$ cat config.mk
export PLATFORM = sky130hd
export DESIGN_NAME = grid_step_env_flat
export DESIGN_NICKNAME = d
export VERILOG_FILES = /design/src/rtl/grid_step_env_if.sv /design/src/rtl/grid_step_env.sv /design/src/flat_wrapper.sv
export SDC_FILE = /design/constraint.sdc
export NUM_CORES = 1
export LEC_CHECK = 0
export BUFFER_PORTS_ARGS = -buffer_cell sky130_fd_sc_hd__buf_4
export CORE_ASPECT_RATIO = 1.25
export CORE_MARGIN = 4
export CORE_UTILIZATION = 49
export CTS_CLUSTER_DIAMETER = 120
export DETAILED_ROUTE_END_ITERATION = 8
export GPL_TIMING_DRIVEN = 0
export PLACE_DENSITY_LB_ADDON = 0.15
export SLEW_MARGIN = 10
export SYNTH_ARGS = -nofsm -noshare
export SYNTH_HDL_FRONTEND = slang
export SYNTH_SLANG_ARGS = --single-unit
$ cat constraint.sdc
create_clock -name clk -period 2.5 [get_ports clk]
set_clock_uncertainty 0.1 [all_clocks]
set_input_delay 0.25 -clock clk [delete_from_list [all_inputs] [get_ports clk]]
set_output_delay 0.25 -clock clk [all_outputs]
set_load 0.1 [all_outputs]
$ cat src/rtl/grid_step_env_if.sv
// Action/result handshake bundle for the grid step environment.
// master = agent side (offers actions, consumes results); slave = environment.
interface grid_step_env_if #(
  parameter int COORD_W = 4
);
  logic               act_valid;
  logic               act_ready;
  logic [1:0]         act;
  logic               res_valid;
  logic               res_ready;
  logic [COORD_W-1:0] cur_x;
  logic [COORD_W-1:0] cur_y;
  logic [7:0]         reward;
  logic               done;
  logic               timeout;

  modport master (
    output act_valid, act, res_ready,
    input  act_ready, res_valid, cur_x, cur_y,
    input  reward, done, timeout
  );

  modport slave (
    input  act_valid, act, res_ready,
    output act_ready, res_valid, cur_x, cur_y,
    output reward, done, timeout
  );
endinterface

$ cat src/rtl/grid_step_env.sv
// Q-learning grid environment: holds the agent tile, applies one move per
// handshake. Ports: clk/rst, start + start/goal coords, bus (slave), counters.
module grid_step_env #(
  parameter int              MAP_LEN   = 3,
  parameter int              COORD_W   = 4,
  parameter int              MAX_STEPS = 16,
  parameter logic signed [7:0] R_STEP  = -8'sd1,
  parameter logic signed [7:0] R_WALL  = -8'sd4,
  parameter logic signed [7:0] R_GOAL  = 8'sd10
) (
  input  logic               clk,
  input  logic               rst,
  input  logic               start,
  input  logic [COORD_W-1:0] start_x,
  input  logic [COORD_W-1:0] start_y,
  input  logic [COORD_W-1:0] goal_x,
  input  logic [COORD_W-1:0] goal_y,
  grid_step_env_if.slave     bus,
  output logic [7:0]         step_cnt,
  output logic [15:0]        ep_cnt
);

  typedef enum logic [1:0] {
    IDLE = 2'd0,
    RUN  = 2'd1,
    RESP = 2'd2
  } state_t;

  localparam logic [COORD_W-1:0] ONE = COORD_W'(1);
  localparam logic [COORD_W-1:0] LEN = COORD_W'(MAP_LEN);

  state_t             state_q, state_d;
  logic [COORD_W-1:0] cx_q, cx_d, cy_q, cy_d;
  logic [COORD_W-1:0] gx_q, gx_d, gy_q, gy_d;
  logic [7:0]         rew_q, rew_d;
  logic               done_q, done_d;
  logic               to_q, to_d;
  logic [7:0]         step_q, step_d;
  logic [15:0]        ep_q, ep_d;

  logic               wall;
  logic [COORD_W-1:0] nx, ny;
  logic [7:0]         step_n;
  logic               hit;

  function automatic logic [COORD_W-1:0] clamp(
    input logic [COORD_W-1:0] v
  );
    if (v == '0)      return ONE;
    else if (v > LEN) return LEN;
    else              return v;
  endfunction

  // Edge test precedes inc/dec so the coordinate never wraps.
  always_comb begin
    wall = 1'b0;
    nx   = cx_q;
    ny   = cy_q;
    unique case (bus.act)
      2'd0: if (cy_q == ONE) wall = 1'b1; else ny = cy_q - ONE;
      2'd1: if (cy_q == LEN) wall = 1'b1; else ny = cy_q + ONE;
      2'd2: if (cx_q == ONE) wall = 1'b1; else nx = cx_q - ONE;
      2'd3: if (cx_q == LEN) wall = 1'b1; else nx = cx_q + ONE;
      default: wall = 1'b1;
    endcase
    hit    = !wall && (nx == gx_q) && (ny == gy_q);
    step_n = step_q + 8'd1;
  end

  always_comb begin
    state_d = state_q;
    cx_d    = cx_q;
    cy_d    = cy_q;
    gx_d    = gx_q;
    gy_d    = gy_q;
    rew_d   = rew_q;
    done_d  = done_q;
    to_d    = to_q;
    step_d  = step_q;
    ep_d    = ep_q;
    unique case (state_q)
      IDLE: if (start) begin
        state_d = RUN;
        cx_d    = clamp(start_x);
        cy_d    = clamp(start_y);
        gx_d    = goal_x;
        gy_d    = goal_y;
        rew_d   = '0;
        step_d  = '0;
        done_d  = 1'b0;
        to_d    = 1'b0;
      end
      RUN: if (bus.act_valid) begin
        state_d = RESP;
        step_d  = step_n;
        if (!wall) begin
          cx_d = nx;
          cy_d = ny;
        end
        rew_d  = wall ? R_WALL : (hit ? R_GOAL : R_STEP);
        done_d = hit || (step_n == 8'(MAX_STEPS));
        to_d   = !hit && (step_n == 8'(MAX_STEPS));
      end
      RESP: if (bus.res_ready) begin
        state_d = done_q ? IDLE : RUN;
        if (done_q) ep_d = ep_q + 16'd1;
      end
      default: state_d = IDLE;
    endcase
  end

  always_ff @(posedge clk) begin
    if (rst) begin
      state_q <= IDLE;
      cx_q    <= ONE;
      cy_q    <= ONE;
      gx_q    <= ONE;
      gy_q    <= ONE;
      rew_q   <= '0;
      done_q  <= 1'b0;
      to_q    <= 1'b0;
      step_q  <= '0;
      ep_q    <= '0;
    end else begin
      state_q <= state_d;
      cx_q    <= cx_d;
      cy_q    <= cy_d;
      gx_q    <= gx_d;
      gy_q    <= gy_d;
      rew_q   <= rew_d;
      done_q  <= done_d;
      to_q    <= to_d;
      step_q  <= step_d;
      ep_q    <= ep_d;
    end
  end

  assign bus.act_ready = (state_q == RUN);
  assign bus.res_valid = (state_q == RESP);
  assign bus.cur_x     = cx_q;
  assign bus.cur_y     = cy_q;
  assign bus.reward    = rew_q;
  assign bus.done      = done_q;
  assign bus.timeout   = to_q;
  assign step_cnt      = step_q;
  assign ep_cnt        = ep_q;

endmodule
$ cat src/flat_wrapper.sv
// flat-port wrapper written by rule: the top's interface ports become plain ports
module grid_step_env_flat 
#(
  parameter int              MAP_LEN   = 3,
  parameter int              COORD_W   = 4,
  parameter int              MAX_STEPS = 16,
  parameter logic signed [7:0] R_STEP  = -8'sd1,
  parameter logic signed [7:0] R_WALL  = -8'sd4,
  parameter logic signed [7:0] R_GOAL  = 8'sd10
)
  (clk, rst, start, start_x, start_y, goal_x, goal_y, step_cnt, ep_cnt, bus_act_valid, bus_act, bus_res_ready, bus_act_ready, bus_res_valid, bus_cur_x, bus_cur_y, bus_reward, bus_done, bus_timeout);
  grid_step_env_if #(.COORD_W(COORD_W)) bus_i ();
  input  logic clk;
  input  logic rst;
  input  logic start;
  input  logic [COORD_W-1:0] start_x;
  input  logic [COORD_W-1:0] start_y;
  input  logic [COORD_W-1:0] goal_x;
  input  logic [COORD_W-1:0] goal_y;
  output logic [7:0] step_cnt;
  output logic [15:0] ep_cnt;
  input wire logic [$bits(bus_i.act_valid)-1:0] bus_act_valid;
  input wire logic [$bits(bus_i.act)-1:0] bus_act;
  input wire logic [$bits(bus_i.res_ready)-1:0] bus_res_ready;
  output wire logic [$bits(bus_i.act_ready)-1:0] bus_act_ready;
  output wire logic [$bits(bus_i.res_valid)-1:0] bus_res_valid;
  output wire logic [$bits(bus_i.cur_x)-1:0] bus_cur_x;
  output wire logic [$bits(bus_i.cur_y)-1:0] bus_cur_y;
  output wire logic [$bits(bus_i.reward)-1:0] bus_reward;
  output wire logic [$bits(bus_i.done)-1:0] bus_done;
  output wire logic [$bits(bus_i.timeout)-1:0] bus_timeout;
  assign bus_i.act_valid = bus_act_valid;
  assign bus_i.act = bus_act;
  assign bus_i.res_ready = bus_res_ready;
  assign bus_act_ready = bus_i.act_ready;
  assign bus_res_valid = bus_i.res_valid;
  assign bus_cur_x = bus_i.cur_x;
  assign bus_cur_y = bus_i.cur_y;
  assign bus_reward = bus_i.reward;
  assign bus_done = bus_i.done;
  assign bus_timeout = bus_i.timeout;
  grid_step_env #(.MAP_LEN(MAP_LEN), .COORD_W(COORD_W), .MAX_STEPS(MAX_STEPS), .R_STEP(R_STEP), .R_WALL(R_WALL), .R_GOAL(R_GOAL)) u_core (.clk(clk), .rst(rst), .start(start), .start_x(start_x), .start_y(start_y), .goal_x(goal_x), .goal_y(goal_y), .bus(bus_i), .step_cnt(step_cnt), .ep_cnt(ep_cnt));
endmodule
Word level (Yosys, flattened, before mapping)
Index checks and enable logic that the tools add are counted.
{ "totals": {"out_inout_bits": 44, "input_bits": 23, "register_bits": 52} }
{ "op_classes": {"magnitude_cmp": 2, "mux": 40, "n_eq_ne": 16, "add_sub_neg": 6, "reduce_logical": 16} }
{ "op_table": {"columns": ["op", "count"], "rows": [
  ["$mux 4", 14],
  ["$mux 8", 5],
  ["$pmux 4 s2", 4],
  ["$pmux 8 s2", 2],
  ["$add 16x1->16 const B", 1],
  ["$reduce_and 3->1", 3],
  ["$add 4x1->4 const B", 2],
  ["$add 8x1->8 const B", 1],
  ["$eq 4x1->1 const B", 2],
  ["$eq 4x2->1 const B", 2],
  ["$eq 4x4->1", 2],
  ["$eq 8x5->1 const B", 1],
  ["$gt 4x2->1 const B", 2],
  ["$logic_not 4->1", 2],
  ["$mux 1", 8],
  ["$ne 2x2->1 const B", 4],
  ["$sub 4x1->4 const B", 2],
  ["$eq 2x2->1 const B", 3],
  ["$mux 2", 3],
  ["$pmux 2 s3", 1],
  ["$eq 2x1->1 const B", 2],
  ["$logic_not 2->1", 2],
  ["$pmux 1 s2", 2],
  ["$pmux 1 s4", 1],
  ["6 further kinds", 9]
]} }

Longest topological paths before layout
Gate-level depths: netlist of the first run.
{ "depth": {"depth_word": 10, "ltp_mapped": 9} }

Least setup slack after synthesis of the first run
No wires, ideal clock.
{ "synth_timing": {"path_type": "flip-flop to flip-flop", "start": "register u_core.cx_q[0] (netlist: u_core.bus.cur_x[0])", "end": "register u_core.rew_q[0] (netlist: u_core.bus.reward[0])", "synth_period_minus_slack_ns": 3.053, "stages_incl_launch_ff": 9, "n_path_buf": 0, "arrival_time_ns": 2.825, "required_ns": 2.272, "setup_slack_ns": -0.553, "cell_sequence": "dfxtp_1 inv_1 ha_1 mux2_4 and4b_4 or3_1 a211oi_2 nor4b_4 o21ai_0"} }
{ "synth_via": {"elab_chain_cells": 10, "word_cells_on_any_way": 18} }
{ "synth_rtl": {"columns": ["element", "line_no", "rtl"], "rows": [
  ["start, declared", "grid_step_env.sv:33", "logic [COORD_W-1:0] cx_q, cx_d, cy_q, cy_d;"],
  ["start signal, assigned", "grid_step_env.sv:115", "cx_q <= ONE;"],
  ["start signal, assigned", "grid_step_env.sv:126", "cx_q <= cx_d;"],
  ["$add 4x1->4, or another cell as far along", "grid_step_env.sv:63", "2'd3: if (cx_q == LEN) wall = 1'b1; else nx = cx_q + ONE;"],
  ["$mux 4, or another cell as far along", "grid_step_env.sv:63", null],
  ["$pmux 4 s2 / $pmux 1 s4 (equally long branches)", "grid_step_env.sv:59", "unique case (bus.act)"],
  ["$eq 4x4->1 / $logic_not 1->1 (equally long branches)", "grid_step_env.sv:66", "hit = !wall && (nx == gx_q) && (ny == gy_q);"],
  ["$logic_and 1x1->1 (2 in series)", "grid_step_env.sv:66", null],
  ["$mux 8", "grid_step_env.sv:100", "rew_d = wall ? R_WALL : (hit ? R_GOAL : R_STEP);"],
  ["$mux 8 (*)", "grid_step_env.sv:100", null],
  ["$mux 8 (*)", "grid_step_env.sv:93", "RUN: if (bus.act_valid) begin"],
  ["$pmux 8 s2 (*)", "grid_step_env.sv:81", "unique case (state_q)"],
  ["end signal, assigned", "grid_step_env.sv:130", "rew_q <= rew_d;"],
  ["end, declared", "grid_step_env.sv:35", "logic [7:0] rew_q, rew_d;"]
]} }
Every way passes the cells marked *; elsewhere a longest branch is shown, timed or not. The select of a mux whose other input is x is not followed.
A chain may end at the register's enable or synchronous reset.

Worst setup path after layout of the first run
Ends and elaborated chain as after synthesis.

==> results.yml, run 1 <==
synth:
  synth_enable_flop_cells: 0
  synth_cells: 362
  synth_area_leader_cell: "dfxtp_1"
  synth_seq_cells: 48
  syn_area_mm2: 0.00285
  ys_top_cells_by_area: "dfxtp_1 (34%), nand2_1 (6.3%), a21oi_1 (5.4%)"
  seq_area_frac_synth: 0.337
  synth_top_area_share: 0.337
  synth_fp_nets: 393
  synth-warning-count: 0
  syn_avg_cell_area_um2: 7.88
  synth_cell_types: 61
  synth_ff_type: "dfxtp_1"
  ys_async_sr_fraction: 0
  synth_commonest_cells: "dfxtp_1 (48), nand2_1 (48), nor2_1 (41)"
clock_network:
  holdBufCountCts: 0
  clk_pin_slew_ns: 0.09
  clk_latency_ns: 0.31
  clockBufferDepth: 2
  htree_num_levels: 2
  cts_tree: "built"
  cts_buffers: 5
  root_buffer: "clkbuf_8"
  clock-sinks: 48
critical_path:
  cp.required_ns: 2.59
  cp_max_fo: 7
  setup.worst_path.start: "u_core.bus.cur_x[0]$_SDFFE_PP1P_"
  critPathLaunchType: "register"
  r2r-start: "u_core.bus.cur_x[0]$_SDFFE_PP1P_"
  worstSetupEndpointType: "register"
  path_class: "reg2reg"
  arrival_ns: 2.50
power_and_ir_drop:
  power_w: 0.00176
  p_leak_nw: 1.44
  p_per_area_mw_per_mm2: 495
  peakVddDrop_uv: 368
global_routing:
  grt_usage: 0.216
  grt_pass1_wl_um: 12700
  antenna_found_initial: 0
  grt_pass1_vias: 2781
  grt_overflow_total: 0
  grt_max_degree: 16
die:
  pin_count: 67
  coreArea_mm2: 0.00556
  dieArea_mm2: 0.00711
  rows: 30
  die_w_um: 76.2
  die_h_um: 93.3
  start_util: 0.513
worst_hold_path:
  hp-start: "goal_x[0]"
  min_path_type: "in2reg"
layout:
  final_core_util: 0.640
  diodes: 0
  layout-drive-gt1-share: 0.255
  syn_to_final_growth_pct: 24.7
  fin_nets: 465
outcome:
  status: "completed"
routing:
  via_per_inst: 5.86
  drc: 0
  wirelength_um: 7690
  drt-initial-drc-count: 125
  detail-route-antenna-nets: 0
  wl_per_cell_um: 15.4
  first_pass_iters: 5
  vias: 2922
run:
  cap_viol_max_count: 0
timing:
  min_period_over_period: 0.963
  fmax_mhz: 415
  hold_viol_final: 0
  slew_viol_final: 0
  period_minus_slack_ns: 2.41
  setup_viol: 0
  worstMarginPinSlew_ns: 0.615
  slew_headroom: 0.588
placement:
  place_hpwl_um: 5700
  port_buffers: 65
  gp_congestion: 0.886
cells by family (layout without fill, tap and decap cells):
kind of cell,Yosys count,in the layout,share of synthesized area
AOI/OAI and AO/OA,90,90,0.208
xor gates and xnor gates,13,13,0.0399
adders and majority gates,8,8,0.0351
buffers and inverters,31,104,0.0527
DFF,48,48,0.337
muxes,6,6,0.0233
and+or+nand+nor,166,166,0.304
worst max-delay path, cell delays in order (launching register included):
cell and delay, ns:
dfxtp_4 0.39, inv_1 0.07, ha_1 0.21, mux2_4 0.28, and4b_4 0.20, or3_1 0.39
a211oi_2 0.23, nor4b_4 0.29, o21ai_0 0.13
area by class of cell:
type	instances	area, um^2
plain buffers	22	116
clock buffers	6	82.6
clock inverters	2	12.5
fillers	502	2000
inverters	8	30.0
multi-input cells	283	1760
flip-flops and latches	48	981
well taps	64	80.1
repair buffers	66	495
layout by cell type, fill, tap and decap left out, drive strengths merged, types with 5 or more instances in the layout:
cell type / n
a21oi: 31
a22oi: 5
and3: 5
buf: 75
clkbuf: 19
dfxtp: 48
ha: 8
inv: 10
nand2: 48
nand3: 12
nand4: 5
nor2: 42
nor2b: 5
nor3: 5
nor4: 7
o21ai: 21
or3: 10
xnor2: 5
xor2: 8
sequential cells by signal, summed over array words and instances, names as in the netlist:
register / flops
u_core.step_cnt: 8
u_core.bus.timeout: 1
u_core.ep_cnt: 16
u_core.bus.cur_y: 4
u_core.bus.cur_x: 4
u_core.gy_q: 4
u_core.bus.reward: 4
u_core.bus.done: 1
u_core.state_q: 2
u_core.gx_q: 4
path summary, 6_finish.rpt:
check | to | slack, ns | cells after the start
setup / recovery | u_core.bus.reward[0]$_SDFFE_PP0P_ | 0.09 | 8
hold / removal | u_core.gx_q[0]$_SDFFE_PP1P_ | 0.06 | 3
setup reg to reg | u_core.bus.reward[0]$_SDFFE_PP0P_ | 0.09 | 8
hold reg to reg | u_core.bus.timeout$_SDFFE_PP0P_ | 0.37 | 2
layer usage:
layer,wire (um),GRT usage,up-vias,share of wire
met5,0,0,-,0
met4,63,0.0846,0,0.0082
met3,380,0.0434,5,0.049
met2,3920,0.381,82,0.51
met1,3330,0.257,1396,0.43
li1,-,-,1439,-
stage by stage:
step	cells	worst slack, ns	area (um^2)	setup TNS (ns)	hold slack (ns)
after floorplan	362	0.0239	2870	0	0.274
after global placement	491	0.0624	3440	0	0.353
after detailed placement	491	0.0301	3440	0	0.355
after CTS	499	0.00601	3530	0	0.0497
after global routing	499	-0.0127	3560	-0.0127	0.0695
final	499	0.0914	3560	0	0.0571
report_power, final:
group          internal, W  switching [W]
registers         0.000786      0.0000271
clock network     0.000226       0.000283
logic             0.000143       0.000294
timing repair:
action / in CTS / in global routing
resized for setup: 0 / 5
endpoints found under the setup margin: 0 / 14
buffers inserted: 0 / 1
No activity file was read; power rests on OpenSTA's default activity.
==> run 2, diff against run 1 <==
Settings changed: GPL_TIMING_DRIVEN 0 to 1, SETUP_SLACK_MARGIN from default to 0.1.
==> run 2 against run 1 <==
Against the previous run:
- critical path depth unchanged
- critical endpoint is now u_core.bus.done$_SDFFE_PP0P_
- worst hold slack lost 0.0053 ns
- combinational power barely moved
- sequential power is essentially flat
- critical path type unchanged
- final area is 0.21% higher
- first-iteration DRC count decreased by 12%
- sequential share of layout area increased by 0.12 points
- global-route usage is 0.062 points lower
- non-clock buffer count is 13 lower
==> results.yml, run 2 (synthesis results as in run 1) <==
outcome:
  status: "completed"
global_routing:
  grt_usage: 0.215
  antenna_found_initial: 0
  grt_max_degree: 48
  grt_pass1_vias: 2800
  grt_pass1_wl_um: 12600
  grt_overflow_total: 0
critical_path:
  slowest_stage: "dfxtp_4"
  path_class: "reg2reg"
  path_cells: "inv_4, ha_4, mux2_4, and4b_4, or3_4, a211oi_4, nor4b_4, a221o_1"
  arrival_ns: 2.51
  cp_max_fo: 7
  critPathLaunchType: "register"
  cp_num_buf_inv: 1
  worstSetupEndpointType: "register"
  cp_top_family: "simple AND/OR/NAND/NOR gates"
  cpPeakStageDelay_ns: 0.41
  cp.required_ns: 2.65
routing:
  vias: 2816
  via_per_inst: 5.79
  drt-initial-drc-count: 110
  wirelength_um: 7510
  drc: 0
  detail-route-antenna-nets: 0
  first_pass_iters: 4
  wl_per_cell_um: 15.5
clock_network:
  htree_num_levels: 2
  clock-sinks: 48
  holdBufCountCts: 0
  cts_buffers: 5
  cts_tree: "built"
  clk_pin_slew_ns: 0.10
  clockBufferDepth: 2
  clk_latency_ns: 0.30
  root_buffer: "clkbuf_8"
run:
  cap_viol_max_count: 0
layout:
  final_common_cell: "buf_4"
  postLayoutCellArea_mm2: 0.00356
  diodes: 0
  seqCellArea_um2: 987
  layout-drive-gt1-share: 0.270
  fin_nets: 452
  final_cell_mix: "buf_4 (75), nand2_1 (48), nor2_1 (41), dfxtp_1 (37), a21oi_1 (31)"
  syn_to_final_growth_pct: 25.0
  nFillCells: 521
  final_core_util: 0.641
  largest_reg_flops: 16
  multiInputGateArea_mm2: 0.00177
placement:
  gp_congestion: 0.923
  port_buffers: 66
  placed_cell_area_mm2: 0.00339
  place_hpwl_um: 5430
timing:
  slew_viol_final: 0
  setup_viol: 0
  period_minus_slack_ns: 2.35
  hold_viol_final: 0
  holdWs_ns: 0.0518
  fmax_mhz: 425
  min_period_over_period: 0.941
  rsz0062_at_grt: "true"
  setup_tns_ns: 0
  slew_headroom: 0.658
  worstMarginPinSlew_ns: 0.509
die:
  start_util: 0.513
  coreArea_mm2: 0.00556
  rows: 30
  die_w_um: 76.2
  pin_count: 67
  dieArea_mm2: 0.00711
  die_h_um: 93.3
power_and_ir_drop:
  swShare: 0.323
  peakVddDrop_uv: 373
  p_leak_nw: 1.44
  power.switching_w: 0.000598
  p_comb_frac: 0.237
  p_per_area_mw_per_mm2: 520
  intPower_w: 0.00126
  power_w: 0.00185
  clkPwrFrac: 0.325
  p_seq_frac: 0.438
worst_hold_path:
  min_path_type: "in2reg"
## run 2: changes by cell type in the layout (fill, tap and decap cells not counted), moves of 2 or more
cell / previous run / this run
o21ai_1: 0 / 2
clkbuf_1: 13 / 0
o21ai_0: 21 / 19
dfxtp_4: 3 / 5
clkbuf_16: 0 / 2
buf_6: 2 / 0
buf_4: 70 / 75
ha_1: 8 / 6
inv_1: 8 / 6
buf_2: 3 / 0
## run 2: metrics by stage
stage	cells	setup slack, ns
detailed placement	476	0.159
finish	486	0.148
floorplan	362	0.105
global route	486	0.0536
global placement	476	0.239
CTS	484	0.131
## run 2: cell type report
class,count,area share
Timing Repair Buffer,75,0.158
Tap cell,64,0.0225
Inverter,8,0.00913
Clock inverter,1,0.00246
Clock buffer,7,0.0334
Sequential cell,48,0.277
Multi-Input combinational cell,283,0.498
## run 2: timing repair
| action | 4_1_cts | 5_1_grt |
|---|---|---|
| endpoints found under the setup margin | 0 | 4 |
| setup buffers | 0 | 2 |
| resized for setup | 0 | 9 |
## run 2: worst reg2reg max path: cells and delay by family (launching register included)
family	cells	cell delay [ns]
buffers and inverters	1	0.05
flip-flops	1	0.41
AO/OA/AOI/OAI	2	0.44
AND/OR/NAND/NOR	3	0.89
multiplexers	1	0.27
adder cells (fa/ha/maj)	1	0.14
## run 2: routing by layer
metal  part of all wire  vias up  GRT usage
li1                   -     1409          -
met1               0.42     1316      0.253
met2               0.50       77      0.370
met3              0.055       14     0.0443
met4              0.023        0      0.112
met5                  0        -          0
## run 2: power groups by stage
stage | registers (W) | logic [W] | clock network [W]
2_1_floorplan | 0.000891 | 0.000246 | 0
3_3_place_gp | 0.000827 | 0.000420 | 0
3_5_place_dp | 0.000829 | 0.000424 | 0
4_1_cts | 0.000811 | 0.000425 | 0.000615
5_1_grt | 0.000817 | 0.000474 | 0.000655
6_report | 0.000812 | 0.000439 | 0.000603
## run 2: final timing paths
kind,from,endpoint,slack [ns],cells after the start
setup reg to reg,u_core.bus.cur_x[1]$_SDFFE_PP0P_,u_core.bus.done$_SDFFE_PP0P_,0.15,8
setup / recovery,u_core.bus.cur_x[1]$_SDFFE_PP0P_,u_core.bus.done$_SDFFE_PP0P_,0.15,8
hold / removal,goal_x[0],u_core.gx_q[0]$_SDFFE_PP1P_,0.05,3
hold reg to reg,u_core.bus.timeout$_SDFFE_PP0P_,u_core.bus.timeout$_SDFFE_PP0P_,0.37,2
